## config.mk

```make
export PLATFORM = sky130hd
export DESIGN_NAME = irq_controller
export DESIGN_NICKNAME = d
export VERILOG_FILES = /design/src/rtl/irq_pkg.sv /design/src/rtl/irq_edge_sync.sv /design/src/rtl/irq_controller.sv
export SDC_FILE = /design/constraint.sdc
export NUM_CORES = 1
export LEC_CHECK = 0
export BUFFER_PORTS_ARGS = -buffer_cell sky130_fd_sc_hd__buf_2
export CAP_MARGIN = 5
export CORE_UTILIZATION = 53
export CTS_BUF_LIST = sky130_fd_sc_hd__clkbuf_4
export DETAILED_ROUTE_END_ITERATION = 7
export GPL_TIMING_DRIVEN = 0
export PLACE_DENSITY = 0.88
export SKIP_LAST_GASP = 1
export SYNTH_ARGS = -nofsm -noshare
export SYNTH_HDL_FRONTEND = slang
export SYNTH_SLANG_ARGS = --single-unit
```

## constraint.sdc

```tcl
create_clock -name clk_i -period 1.37 [get_ports clk_i]
set_input_delay 0.0685 -clock clk_i [delete_from_list [all_inputs] [get_ports clk_i]]
set_output_delay 0.0685 -clock clk_i [all_outputs]
set_load 0.02 [all_outputs]
```

## src/rtl/irq_pkg.sv

```systemverilog
// Shared definitions for the IO-bank interrupt controller: register map,
// source limits and the priority-vector encoder.
package irq_pkg;

    localparam logic [2:0] IRQ_REG_PEND   = 3'd0;
    localparam logic [2:0] IRQ_REG_ENABLE = 3'd1;
    localparam logic [2:0] IRQ_REG_MODE   = 3'd2;
    localparam logic [2:0] IRQ_REG_ACTIVE = 3'd3;
    localparam logic [2:0] IRQ_REG_VECTOR = 3'd4;
    localparam logic [2:0] IRQ_REG_FORCE  = 3'd5;
    localparam logic [2:0] IRQ_REG_CTRL   = 3'd6;

    localparam int IRQ_MAX_SRC  = 8;
    localparam int IRQ_VEC_NONE = 7;

    // Lowest-numbered active source wins; bit 7 flags "nothing active".
    function automatic logic [7:0] irq_vector(input logic [7:0] act);
        logic [7:0] v;
        v = 8'h00;
        v[IRQ_VEC_NONE] = 1'b1;
        for (int i = IRQ_MAX_SRC - 1; i >= 0; i--) begin
            if (act[i]) v = 8'(i);
        end
        return v;
    endfunction

endpackage

```

## src/rtl/irq_edge_sync.sv

```systemverilog
// Per-source synchroniser with one-clock history flop.
// rise_o is a single-clock pulse; level_o is the delayed synced level so both modes share latency.
module irq_edge_sync #(
    parameter int SYNC_STAGES = 2
) (
    input  logic clk_i,
    input  logic rst_i,
    input  logic src_i,
    output logic rise_o,
    output logic level_o
);

    logic [SYNC_STAGES-1:0] sync;
    logic                   prev;

    always_ff @(posedge clk_i) begin
        if (rst_i) begin
            sync <= '0;
            prev <= 1'b0;
        end else begin
            sync[0] <= src_i;
            for (int i = 1; i < SYNC_STAGES; i++) begin
                sync[i] <= sync[i-1];
            end
            prev <= sync[SYNC_STAGES-1];
        end
    end

    assign rise_o  = sync[SYNC_STAGES-1] & ~prev;
    assign level_o = prev;

endmodule

```

## src/rtl/irq_controller.sv

```systemverilog
// Shares the CPU IRQ line among up to eight sources with edge/level modes, masking and a priority vector.
// Optional FORCE register (software-set latches) is built only when IRQ_FORCE_EN is defined.
module irq_controller #(
    parameter int NUM_SRC     = 8,
    parameter int SYNC_STAGES = 2
) (
    input  logic               clk_i,
    input  logic               rst_i,
    input  logic               R_W_n,
    input  logic [2:0]         reg_addr_i,
    input  logic [7:0]         data_i,
    input  logic               irq_cs,
    input  logic [NUM_SRC-1:0] irq_src_i,
    output logic [7:0]         data_o,
    output logic               irq_o
);
    import irq_pkg::*;

    logic [NUM_SRC-1:0] rise;
    logic [NUM_SRC-1:0] level;
    logic [NUM_SRC-1:0] latch_q;
    logic [NUM_SRC-1:0] latch_d;
    logic [NUM_SRC-1:0] enable_q;
    logic [NUM_SRC-1:0] mode_q;
    logic [NUM_SRC-1:0] pend;
    logic [NUM_SRC-1:0] active;
    logic               ctrl_q;
    logic               wr;
    logic [7:0]         pend8;
    logic [7:0]         enable8;
    logic [7:0]         mode8;
    logic [7:0]         active8;

    for (genvar i = 0; i < NUM_SRC; i++) begin : g_src
        irq_edge_sync #(
            .SYNC_STAGES(SYNC_STAGES)
        ) u_sync (
            .clk_i  (clk_i),
            .rst_i  (rst_i),
            .src_i  (irq_src_i[i]),
            .rise_o (rise[i]),
            .level_o(level[i])
        );
    end

    assign wr     = irq_cs & ~R_W_n;
    assign pend   = (latch_q & mode_q) | (level & ~mode_q);
    assign active = pend & enable_q;

    // Clears are applied first so a same-cycle set (edge or force) always wins.
    always_comb begin
        latch_d = latch_q;
        if (wr && reg_addr_i == IRQ_REG_PEND) begin
            latch_d = latch_d & ~(data_i[NUM_SRC-1:0] & mode_q);
        end
        if (wr && reg_addr_i == IRQ_REG_MODE) begin
            latch_d = latch_d & data_i[NUM_SRC-1:0];
        end
`ifdef IRQ_FORCE_EN
        if (wr && reg_addr_i == IRQ_REG_FORCE) begin
            latch_d = latch_d | data_i[NUM_SRC-1:0];
        end
`endif
        latch_d = latch_d | (rise & mode_q);
    end

    always_ff @(posedge clk_i) begin
        if (rst_i) begin
            latch_q  <= '0;
            enable_q <= '0;
            mode_q   <= '1;
            ctrl_q   <= 1'b0;
            irq_o    <= 1'b0;
        end else begin
            latch_q <= latch_d;
            irq_o   <= ctrl_q & (|active);
            if (wr) begin
                case (reg_addr_i)
                    IRQ_REG_ENABLE: enable_q <= data_i[NUM_SRC-1:0];
                    IRQ_REG_MODE:   mode_q   <= data_i[NUM_SRC-1:0];
                    IRQ_REG_CTRL:   ctrl_q   <= data_i[0];
                    default: ;
                endcase
            end
        end
    end

    always_comb begin
        pend8   = '0;
        enable8 = '0;
        mode8   = '0;
        active8 = '0;
        pend8[NUM_SRC-1:0]   = pend;
        enable8[NUM_SRC-1:0] = enable_q;
        mode8[NUM_SRC-1:0]   = mode_q;
        active8[NUM_SRC-1:0] = active;
    end

    always_comb begin
        data_o = 8'h00;
        case (reg_addr_i)
            IRQ_REG_PEND:   data_o = pend8;
            IRQ_REG_ENABLE: data_o = enable8;
            IRQ_REG_MODE:   data_o = mode8;
            IRQ_REG_ACTIVE: data_o = active8;
            IRQ_REG_VECTOR: data_o = irq_vector(active8);
            IRQ_REG_CTRL:   data_o = {7'b0, ctrl_q};
            default:        data_o = 8'h00;
        endcase
    end

endmodule

```

==> results of run 1 <==
through the flow:
step	worst slack (ns)	TNS [ns]
floorplan	-0.0543	-0.0950
global placement	-0.219	-0.692
detailed placement	-0.231	-0.857
CTS	-0.475	-2.42
global route	-0.544	-2.88
finish	-0.478	-2.46
metal layers:
layer  track usage (%)  vias to the layer above  wire length [um]
met4              16.8                        0               236
li1                  -                     1013                 -
met1              33.4                      989              2490
met5                 0                        -                 0
met2              43.8                      134              2860
met3              6.59                       36               543
path summary, 6_finish.rpt:
path / to / slack (ns) / depth (start not counted) / start
worst max-delay path: data_o[7] / -0.48 / 5 / mode8[6]
worst max register to register: irq_o / 0.06 / 4 / mode8[6]
worst min register to register: g_src[2].u_sync.sync[1] / 0.45 / 1 / g_src[2].u_sync.sync[0]
worst min-delay path: enable8[5] / 0.04 / 4 / R_W_n
flip-flops by register name (all words and copies together) (netlist names):
name / flops
mode8: 8
ctrl_q: 1
g_src.u_sync.level_o: 8
irq_o: 1
g_src.u_sync.sync: 16
latch_q: 8
enable8: 8
layout make-up:
class | count | area (um2)
sequential | 50 | 1030
timing repair buffer | 51 | 368
fill | 270 | 1160
tap | 50 | 62.6
clock inverter | 2 | 13.8
inverter | 16 | 65.1
multi-input combinational | 167 | 1250
clock buffer | 5 | 37.5
buffer | 12 | 72.6
cells in the final DEF, fill, tap and decap left out, types with 6 or more instances in the layout:
| master | instances |
|---|---|
| a21oi_1 | 25 |
| o221ai_1 | 8 |
| clkbuf_1 | 7 |
| o21ai_0 | 7 |
| inv_1 | 14 |
| buf_4 | 14 |
| a31oi_1 | 6 |
| nand3b_1 | 9 |
| dfxtp_1 | 38 |
| a311o_1 | 7 |
| nor2b_1 | 26 |
| dlygate4sd3_1 | 16 |
| dfxtp_2 | 8 |
| nand3_1 | 8 |
| nand2_1 | 20 |
| buf_2 | 23 |
cells in the mapped netlist (all sizes together) (2+ instances only):
cell type | number | share of area, %
clkbuf | 7 | 1.2
a221oi | 7 | 3.5
o221ai | 9 | 3.5
mux2i | 3 | 1.3
a31oi | 8 | 2.2
inv | 16 | 2.6
nand2 | 23 | 4.1
a21oi | 27 | 6.1
buf | 5 | 2.0
a311o | 7 | 3.1
or3b | 2 | 0.88
a311oi | 2 | 0.77
mux2 | 6 | 3.1
nor2 | 4 | 0.99
o21ai | 10 | 2.4
dfxtp | 50 | 44
nor2b | 26 | 7.1
nand3b | 9 | 3.0
and3b | 2 | 0.93
nand3 | 8 | 1.8
report_power, final:
part | switching [mW] | leakage (nW) | internal, mW
Combinational | 0.217 | 0.683 | 0.185
Clock | 0.500 | 0.0314 | 0.195
Sequential | 0.0347 | 0.408 | 1.50
Total | 0.752 | 1.12 | 1.88
worst min-delay path: stages:
cell and delay [ns]:
buf_2 0.11, nor3b_4 0.08, nand3_1 0.09, a21oi_1 0.05
timing repair:
action                                  in CTS  in global routing
resized for setup                           33                 15
hold buffers                                16                  0
pin swaps                                    9                  6
hold endpoints to repair                    24                  0
endpoints found under the setup margin       9                  8
buffers inserted                             5                  2
cell families (layout without fill, tap and decap cells):
family / Yosys count / after routing
DFF: 50 / 50
and+or+nand+nor: 79 / 79
muxes: 9 / 9
buffers and inverters: 28 / 86
AOI/OAI and AO/OA: 79 / 79
==> metrics.txt, run 1 <==
DRC viols=0; relative slew slack=48.1%; mean number of vias per cell=6.15; dpl hpwl=3870 um; Final Cycle Share=135%; clk buf depth=2; CTS Buf Count=5; PwrDens=909 nW/um2; # port buffers=29; Routed Antenna Nets=0; CP Buf/Inv Count=1; CP Data Required Time=1.30 ns; Hold Worst Slack=0.0376 ns; synthesis-stage register bit count=50; f_max=0.541 GHz; min Tclk post-route=1.85 ns; vias in the first global route=1,996; Iter 0 DRT Violations=395; Seq/Total Area, Yosys=43.9%; Clock Skews=0.0171 ns; Std-Cell Rows=23; CTS tree=yes; Die X=67.6 um; Post-Route WL=6130 um; gr usage total=27.6%; Fin. Hold Viols=0; crit path kind=flop to primary output; Yosys cell types=44; Final WS setup=-0.478 ns; CP startpoint kind=flop; worst slew pin tran=0.777 ns; Inst Count DP=324; Post-Layout Cell Count=353; max cap viols=0; syn_area_per_cell=9.30 um2; first-pass GRT wire length=9150 um; leak pwr=1.12 nW; multiplexer share of the synthesized area=4.45%; worst min path class=input port to flop; cell count after synthesis=245; crit path max-delay cell type=dfxtp_4; final setup fails=8; CP Capture Type=primary output; WP data arrival=1.78 ns; crit path cell chain=mux2_4 -> a22oi_2 -> and3b_4 -> a31o_1 -> buf_4; Worst IR Drop VDD=0.707 mV; Final Power=2.63 mW; Syn Nets=268; initial antenna violation count=0; later-pin clock latency in the skew report=0.40 ns; max incr delay on CP=0.38 ns; clk sink count=50; Ys Warns=0; H-tree levels=2; I/O Pins=32; via count=2,172; Max Slew Vio Count=0; most used flip-flop cell after synthesis=dfxtp_1; Die ar.=4570 um2; starting density of the core=56.2%; Util after Layout=71.4%; status=finished, violations left; Post-synth ARST share=0%; Crit Path Max Fanout=3; Final #Nets=326; Detailed Routing Iterations Pass 1=6; weighted congestion at the end of routability-driven global placement=0.897; clk slew on worst S/H paths=0.16 ns; Die Y=67.6 um; antenna diode count=0; Finished Cell Area=2900 um2; Synth Area in Adders=0%; largest family of logic cells by synthesized area=compound AO/OA/AOI/OAI gates; Post-Synth Simple-Gate Area=20.7%; RSZ-0062 raised after global routing=true; placed cell area=2490 um2; area fraction in compound gates after synthesis=25.1%; average wire per standard cell=17.4 um; Top delay family on crit path=flip-flops; Synth-to-Final Area Change=27.1%; failing checks=setup timing; pin count of the biggest net entering global routing=16; Post-synth EDFFs=0; Congestion Overflow GR=0; layout cells sized above 1=30.0%; Synth Area in XOR/XNOR=0%; core area=4060 um2; synthesized cell area=2280 um2; Clock Root Buffer=clkbuf_4
Note: power is estimated with default switching activity, not from simulation.
==> inputs of run 2 (changes only) <==
ABC_AREA = 1   (was unset)
SETUP_SLACK_MARGIN = 0.1   (was unset)
==> metrics.txt, run 2 <==
crit path kind=flop to primary output; core area=4000 um2; average wire per standard cell=16.0 um; syn_area_per_cell=7.41 um2; max cap viols=0; clk buf depth=2; CTS tree=yes; CP Capture Type=primary output; via count=2,456; area leader, netlist=dfxtp_1; Largest Register=g_src.u_sync.sync; Worst IR Drop VDD=0.696 mV; Post-Route WL=6800 um; Final #Nets=398; most area-consuming cells after synthesis=dfxtp_1 (45%), nand2_1 (11%), inv_1 (9.3%); clk sink count=50; leak pwr=1.45 nW; crit path cell chain=inv_2 -> nand2_4 -> nand2_4 -> nor2_4 -> nand2_1 -> nand2_2 -> nand2_2 -> nand2_2 -> nand2_2 -> nand2_1 -> nand2_1 -> nand2_1 -> buf_6; antenna diode count=0; weighted congestion at the end of routability-driven global placement=0.914; synthesis-stage register bit count=50; pin count of the biggest net entering global routing=16; Hold Path Cell Cnt=4; CTS Buf Count=5; cell count after synthesis=298; layout cells sized above 1=37.0%; DRC viols=0; Post-synth ARST share=0%; R2R cell count=8; Seq/Total Area, Yosys=45.3%; Iter 0 DRT Violations=198; Clock Root Buffer=clkbuf_4; Die X=66.6 um; f_max=0.565 GHz; max reg flops=16; Final WS setup=-0.399 ns; starting density of the core=55.2%; synthesized cell area=2210 um2; met3 global-route usage=4.62%; crit path max-delay cell type=dfxtp_2; relative slew slack=57.2%; Inst Count DP=378; vias in the first global route=2,070; clk slew on worst S/H paths=0.18 ns; CP Data Required Time=1.30 ns; top-area cell type share of the netlist area=45.3%; Synth-to-Final Area Change=38.0%; M1 GR Usage=34.2%; worst slew pin tran=0.642 ns; Yosys cell types=31; Syn Nets=321; mean number of vias per cell=5.77; status=finished, violations left; Final Cycle Share=129%; pre-CTS WS=-0.0420 ns; Post-synth EDFFs=0; Routed Antenna Nets=0; initial antenna violation count=0; Clock Skews=0.0414 ns; most used flip-flop cell after synthesis=dfxtp_1; min Tclk post-route=1.77 ns; dpl hpwl=3460 um; # port buffers=30; PwrDens=851 nW/um2; I/O Pins=32; H-tree levels=2; gr usage total=28.1%; Die Y=66.6 um; max incr delay on CP=0.40 ns; leading cell type in the layout, fill and taps excluded=inv_1; CP startpoint kind=flop; Post-Layout Cell Count=426; Detailed Routing Iterations Pass 1=5; Fin. Hold Viols=0; most common cell in the synthesized netlist=nand2_1; Synth top cells by count=nand2_1 (62), inv_1 (55), dfxtp_1 (50), nor2_1 (29), nand3_1 (21); GR peak layer=met2; Max Slew Vio Count=0; met2 usage=48.1%; later-pin clock latency in the skew report=0.40 ns; final setup fails=8; failing checks=setup timing; Ys Warns=0; RSZ-0062 raised after global routing=true; WP data arrival=1.70 ns; first-pass GRT wire length=9150 um; commonest cells after routing, fill and taps aside=inv_1 (46), dfxtp_1 (40), nand2_1 (38), nor2_1 (29), buf_4 (24); worst min path class=input port to flop; Final Power=2.59 mW; Std-Cell Rows=23; Crit Path Max Fanout=4; Congestion Overflow GR=0; Die ar.=4430 um2
[run 2: cell count changes after synthesis, moves of 7 or more]
cell / change
nand3_1: +13
nand2_1: +42
nor2b_1: -26
a31oi_1: -8
nand3b_1: -9
a21oi_1: -17
nand4_1: +9
nor2_1: +26
a311o_1: -7
inv_1: +39
[run 2: layout make-up]
type,instances,area [um2]
Clock inverter,3,16.3
Sequential cell,50,1020
Timing Repair Buffer,70,542
Clock buffer,5,37.5
Fill cell,272,953
Inverter,58,218
Tap cell,50,62.6
Multi-Input combinational cell,182,1100
Buffer,8,50.0
[run 2: kinds of logic after synthesis]
| group | synth area share (%) |
|---|---|
| simple gates | 28.4 |
| buf+inv | 12.1 |
| flops | 45.3 |
| compound gates | 14.1 |
[run 2: final timing paths]
kind,start,to,slack [ns]
max,mode8[7],data_o[0],-0.40
min,rst_i,enable8[6],0.09
max reg2reg,mode8[4],irq_o,0.09
min reg2reg,g_src[6].u_sync.sync[0],g_src[6].u_sync.sync[1],0.38
[run 2: worst max-delay path, delay by kind of cell, from the launching register on]
kind	cells	cell delay (ns)
simple gates	11	0.70
flops	1	0.40
buf+inv	2	0.18
[run 2: timing repair]
| action | CTS | global route |
|---|---|---|
| hold endpoints to repair | 19 | 0 |
| resized for setup | 48 | 31 |
| hold buffers | 18 | 0 |
| pin swaps | 12 | 21 |
| setup endpoints to repair | 8 | 9 |
| cloned | 0 | 0 |
| setup buffers | 16 | 6 |
[run 2: layer usage]
| metal | wire length, um | up-vias |
|---|---|---|
| met5 | 0 | - |
| met3 | 576 | 43 |
| met4 | 311 | 0 |
| li1 | - | 1114 |
| met2 | 3300 | 180 |
| met1 | 2610 | 1119 |
[run 2: per-stage QoR]
step	hold WS, ns	utilization (%)	area (um2)	TNS (ns)
finish	0.0877	76.2	3050	-2.32
global route	0.162	76.2	3050	-2.77
CTS	0.0652	72.4	2900	-1.55
detailed placement	0.276	60.5	2420	-0.0420
global placement	0.265	60.5	2420	0
floorplan	0.175	-	2210	0
[run 2: power breakdown]
part           switching (mW)  internal (mW)  leakage, nW
clock                   0.490          0.192       0.0286
combinational           0.219          0.159         1.02
sequential             0.0291           1.50        0.406
total                   0.739           1.86         1.45
